## src/rtl/bus_arbiter_pkg.sv

```systemverilog
// Shared state encodings and master indices for the two-master bus arbiter.
// The encodings are visible on the debug owner port.
package bus_arbiter_pkg;

  typedef enum logic [1:0] {
    ARB_IDLE = 2'b00,
    ARB_OWN0 = 2'b01,
    ARB_OWN1 = 2'b10
  } arb_state_t;

  localparam logic ARB_M0 = 1'b0;
  localparam logic ARB_M1 = 1'b1;

  function automatic arb_state_t own_state(input logic m);
    return m ? ARB_OWN1 : ARB_OWN0;
  endfunction

endpackage

```

## src/rtl/bus_arbiter_beat_counter.sv

```systemverilog
// Saturating count of acked beats in the current grant. It flags when the
// next acked beat would reach MAX_BEATS.
module arb_beat_counter #(
  parameter int MAX_BEATS = 4,
  parameter int CNT_W     = $clog2(MAX_BEATS + 1)
) (
  input  logic clk,
  input  logic rst_n,
  input  logic clear,
  input  logic incr,
  output logic limit
);

  localparam logic [CNT_W-1:0] SAT      = CNT_W'(MAX_BEATS);
  localparam logic [CNT_W-1:0] LAST_IDX = CNT_W'(MAX_BEATS - 1);

  logic [CNT_W-1:0] count;

  // Holds at MAX_BEATS so an uncontended burst can run indefinitely.
  always_ff @(posedge clk or negedge rst_n) begin
    if (!rst_n) begin
      count <= '0;
    end else if (clear) begin
      count <= '0;
    end else if (incr && count != SAT) begin
      count <= count + CNT_W'(1);
    end
  end

  assign limit = (count >= LAST_IDX);

endmodule

```

## src/rtl/bus_arbiter.sv

```systemverilog
// Round-robin arbiter between the CPU MEM stage (master 0) and a secondary
// master (master 1) for the single Bridge data port, with bounded bursts.
module bus_arbiter
  import bus_arbiter_pkg::*;
#(
  parameter int ADDR_W    = 32,
  parameter int DATA_W    = 32,
  parameter int MAX_BEATS = 4
) (
  input  logic              cpu_clk,
  input  logic              cpu_rst,
  input  logic              m0_req,
  input  logic [ADDR_W-1:0] m0_addr,
  input  logic              m0_wen,
  input  logic [DATA_W-1:0] m0_wdata,
  output logic              m0_ack,
  output logic [DATA_W-1:0] m0_rdata,
  input  logic              m1_req,
  input  logic [ADDR_W-1:0] m1_addr,
  input  logic              m1_wen,
  input  logic [DATA_W-1:0] m1_wdata,
  output logic              m1_ack,
  output logic [DATA_W-1:0] m1_rdata,
  output logic [ADDR_W-1:0] Bus_addr,
  output logic              Bus_wen,
  output logic [DATA_W-1:0] Bus_wdata,
  input  logic [DATA_W-1:0] Bus_rdata,
  output logic              cpu_stall,
  output logic [1:0]        owner
);

  arb_state_t state, next_state;
  logic       rr_last, next_rr_last;
  logic       own_idx, own_req, other_req;
  logic       limit;

  assign own_idx   = (state == ARB_OWN1);
  assign own_req   = own_idx ? m1_req : m0_req;
  assign other_req = own_idx ? m0_req : m1_req;

  // Ownership passes on a req drop or once a contended burst hits its cap.
  always_comb begin
    next_state   = state;
    next_rr_last = rr_last;
    case (state)
      ARB_IDLE: begin
        if (m0_req && m1_req) next_state = own_state(~rr_last);
        else if (m0_req)      next_state = ARB_OWN0;
        else if (m1_req)      next_state = ARB_OWN1;
      end
      ARB_OWN0, ARB_OWN1: begin
        if (!own_req) begin
          next_rr_last = own_idx;
          next_state   = other_req ? own_state(~own_idx) : ARB_IDLE;
        end else if (limit && other_req) begin
          next_rr_last = own_idx;
          next_state   = own_state(~own_idx);
        end
      end
      default: next_state = ARB_IDLE;
    endcase
  end

  always_ff @(posedge cpu_clk or negedge cpu_rst) begin
    if (!cpu_rst) begin
      state   <= ARB_IDLE;
      rr_last <= ARB_M1;
    end else begin
      state   <= next_state;
      rr_last <= next_rr_last;
    end
  end

  arb_beat_counter #(.MAX_BEATS(MAX_BEATS)) u_beat_counter (
    .clk   (cpu_clk),
    .rst_n (cpu_rst),
    .clear (next_state != state),
    .incr  (m0_ack | m1_ack),
    .limit (limit)
  );

  // Bus_wen is gated by the owner's req, so it can never fire without an ack.
  always_comb begin
    m0_ack    = 1'b0;
    m1_ack    = 1'b0;
    m0_rdata  = '0;
    m1_rdata  = '0;
    Bus_addr  = '0;
    Bus_wen   = 1'b0;
    Bus_wdata = '0;
    case (state)
      ARB_OWN0: begin
        m0_ack    = m0_req;
        m0_rdata  = Bus_rdata;
        Bus_addr  = m0_addr;
        Bus_wen   = m0_wen & m0_req;
        Bus_wdata = m0_wdata;
      end
      ARB_OWN1: begin
        m1_ack    = m1_req;
        m1_rdata  = Bus_rdata;
        Bus_addr  = m1_addr;
        Bus_wen   = m1_wen & m1_req;
        Bus_wdata = m1_wdata;
      end
      default: ;
    endcase
  end

  assign cpu_stall = m0_req & ~m0_ack;
  assign owner     = state;

endmodule
```

## config.mk

```make
export PLATFORM = sky130hd
export DESIGN_NAME = bus_arbiter
export DESIGN_NICKNAME = d
export VERILOG_FILES = /design/src/rtl/bus_arbiter_pkg.sv /design/src/rtl/bus_arbiter_beat_counter.sv /design/src/rtl/bus_arbiter.sv
export SDC_FILE = /design/constraint.sdc
export NUM_CORES = 1
export LEC_CHECK = 0
export BUFFER_PORTS_ARGS = -buffer_cell sky130_fd_sc_hd__buf_2
export CORE_AREA = 2 2 116 118
export DETAILED_ROUTE_END_ITERATION = 10
export DIE_AREA = 0 0 118 120
export PLACE_DENSITY_LB_ADDON = 0.08
export REMOVE_ABC_BUFFERS = 1
export SLEW_MARGIN = 20
export SYNTH_ARGS = -nofsm -noshare
export SYNTH_HDL_FRONTEND = slang
export SYNTH_SLANG_ARGS = --single-unit
```

## constraint.sdc

```tcl
create_clock -name cpu_clk -period 2.6 [get_ports cpu_clk]
set_input_delay 0.13 -clock cpu_clk [delete_from_list [all_inputs] [get_ports cpu_clk]]
set_output_delay 0.13 -clock cpu_clk [all_outputs]
set_load 0.03 [all_outputs]
```

==> results.tsv <==
stage	metric	value	unit
finish	area_delta_synth_final	85.9	%
synthesis	syn-mean-instance-area	6.77	µm²
synthesis	async_reset_ff_share	100	%
place	place_congestion	0.838	
setup_path	critPathMaxFanout	4	
finish	layout-drive-gt1-share	54.5	%
timing	tightest_slew	0.464	ns
synthesis	ys_seq_area_share	7.36	%
grt	grt_first_pass_wirelength	18100	µm
finish	fill_cells	1497	
synthesis	synth_compound_area_share	30.4	%
power	p_switching	2.80	mW
synthesis	synth.distinct_cells	34	
synthesis	synth_top_family_by_area	simple AND/OR/NAND/NOR gates	
synthesis	ys_ff_latch	6	
timing	setup_viol	0	
power	p_seq_share	3.3	%
route	via_per_inst	4.22	
setup_path	setup.worst_path.class	reg2reg	
setup_path	required	2.71	ns
synthesis	synthMuxAreaShare	1.95	%
clock_tree	cts-root-buf	clkbuf_16	
clock_tree	clkTransAtPathRegs	0.04	ns
setup_path	crit_start	u_beat_counter.count[0]$_DFFE_PN0P_	
synthesis	ys.flop_type	dfrtp_1	
run_status	status	finished clean	
power	p_clk_share	6.0	%
floorplan	initial_core_util	15.9	%
power	vdd_ir_drop_max	0.438	mV
timing	rsz0062_at_grt	no	
floorplan	die_h	120	µm
setup_path	cp-end-kind	register	
floorplan	dieArea	0.0142	mm²
timing	max_freq	0.461	GHz
synthesis	synth_area	0.00206	mm²
finish	fin_util	29.5	%
place	numPortBuffers	299	
timing	hold_violations	0	
route	routedWlPerCell	16.1	µm
finish	final_area	0.00383	mm²
floorplan	core	0.0130	mm²
place	place_area	0.00373	mm²
power	total_leakage_power	2.13	nW
synthesis	synth_area_leader_cell	a22oi_1	
setup_path	r2r-start	u_beat_counter.count[0]$_DFFE_PN0P_	
timing	max-slew-margin-rel	69.0	%
power	p_int	1.71	mW
synthesis	synth.area.top_cells	a22oi_1, and2_1, nor2b_1	
synthesis	synth_top_area_share	23.3	%
grt	grt_pass1_vias	3048	
synthesis	synth_fa_ha_area_share	4.26	%
place	hpwl	10200	µm
synthesis	synth-simple-area-share	47.2	%
grt	grt_usage	16.2	%
power	pwr-share-comb	90.7	%
route	drt-initial-drc-count	197	
timing	fin_skew	0.00304	ns
setup_path	critPathLaunchType	register	
floorplan	rows	42	
setup_path	arrival	2.28	ns
synthesis	synthCells	304	
clock_tree	cts_buffers	3	
floorplan	fp.dieW	118	µm
run	max_cap_viol_count	0	
clock_tree	clk_latency	0.24	ns
grt	antenna_found_initial	2	
synthesis	yosys_warnings	0	
finish	fin_nets	761	
synthesis	synth_edf_count	0	
timing	drv_slew	0	
route	routed-via-count	3226	
timing	finalCriticalPeriod	2.17	ns
power	powerDensity	1180	mW/mm²
clock_tree	htree_levels	1	
synthesis	synth_xor_area_share	0.426	%
synthesis	synthTopCellsByCount	and2_1, a22oi_1, nor2b_1, clkbuf_1, nor2_1	
route	drc	0	
grt	grt_max_degree	47	
clock_tree	clockBufferDepth	2	
route	drtPass1Iterations	4	
route	drt_wl_total	12300	µm
timing	post-route-period-util	83.5	%
floorplan	pin_count	300	
min_path	hold_class	in2async	
synthesis	yosysMostFrequentCell	and2_1	
grt	overflow	0	
clock_tree	cts_tree	yes	
power	swShare	62.0	%
route	antenna_left	0	
clock_tree	clock-sinks	6	
-- layout by cell type (no fill, tap or decap), drive strengths merged, types with 2 or more instances in the layout --
cell type,count
ha,7
a21boi,2
buf,310
a21oi,7
or2b,2
inv,8
o21ai,6
clkbuf,4
mux2i,4
a22oi,64
nor2,11
dfrtp,5
diode,2
nand2b,2
nand2,6
and2,67
nand3,3
nor2b,64
-- per-stage QoR --
stage / hold slack [ns] / TNS [ns] / power [mW] / std cells / setup slack [ns]
after CTS: 0.264 / 0 / 4.55 / 763 / 0.417
final: 0.260 / 0 / 4.51 / 765 / 0.430
after global routing: 0.279 / 0 / 4.84 / 765 / 0.258
after global placement: -0.0229 / 0 / 4.27 / 758 / 0.434
after detailed placement: -0.0189 / 0 / 4.27 / 758 / 0.427
after floorplan: -0.166 / -59.60 / 2.95 / 272 / -1.12
-- what timing repair did --
action                                 4_1_cts  5_1_grt
buffers inserted                             0        0
endpoints found under the hold margin        6        0
hold buffers                                 1        0
gates resized for setup                      0        0
-- flip-flops by register name (all words and copies together) (netlist names) --
register              cells
u_beat_counter.count      3
owner                     2
rr_last                   1
-- metal layers --
metal  up-vias  GRT usage, %  routed length (µm)
met3         7          2.90                 777
met5         -             0                   0
met4         0          2.18                  48
li1       1619             -                   -
met1      1480          19.6                4960
met2       120          30.3                6550
-- kinds of logic after synthesis --
group | count (synthesis)
and+or+nand+nor | 161
muxes | 4
DFF | 6
xor gates and xnor gates | 1
adders and majority gates | 7
buffers and inverters | 40
AOI/OAI and AO/OA | 85
-- critical path, cell delays in order, from the launching register on --
cell and delay, ns:
dfrtp_1 0.41, ha_1 0.22, ha_1 0.20, a211oi_4 0.29, mux2i_1 0.16, or3_1 0.32, o2111ai_1 0.34, nor2_1 0.09
-- layout make-up --
cell class / count / area (µm²) / share of cell area, %
timing repair buffer: 311 / 1590 / 41.5
sequential: 6 / 151 / 3.96
clock buffer: 4 / 78.8 / 2.06
tap: 176 / 220 / 5.76
multi-input combinational: 258 / 1750 / 45.8
inverter: 8 / 30.0 / 0.785
antenna: 2 / 5.00 / 0.131
-- final timing paths --
kind                                                        to  slack [ns]  depth (start not counted)
min                        u_beat_counter.count[2]$_DFFE_PN0P_        0.26                          2
max in group asynchronous                  rr_last$_DFFE_PN1P_        2.10                          2
min in group cpu_clk                        owner[0]$_DFF_PN0_        0.35                          3
max                        u_beat_counter.count[1]$_DFFE_PN0P_        0.43                          7
max reg2reg                u_beat_counter.count[1]$_DFFE_PN0P_        0.43                          7
min reg2reg                                rr_last$_DFFE_PN1P_        0.54                          2
-- power groups by stage --
stage	Sequential (mW)	Clock [mW]	Combinational, mW
after floorplan	0.189	0	2.76
after global placement	0.149	0	4.12
after detailed placement	0.152	0	4.12
after CTS	0.151	0.275	4.13
after global routing	0.155	0.281	4.41
final	0.150	0.270	4.09
(Power assumes the default switching activity.)
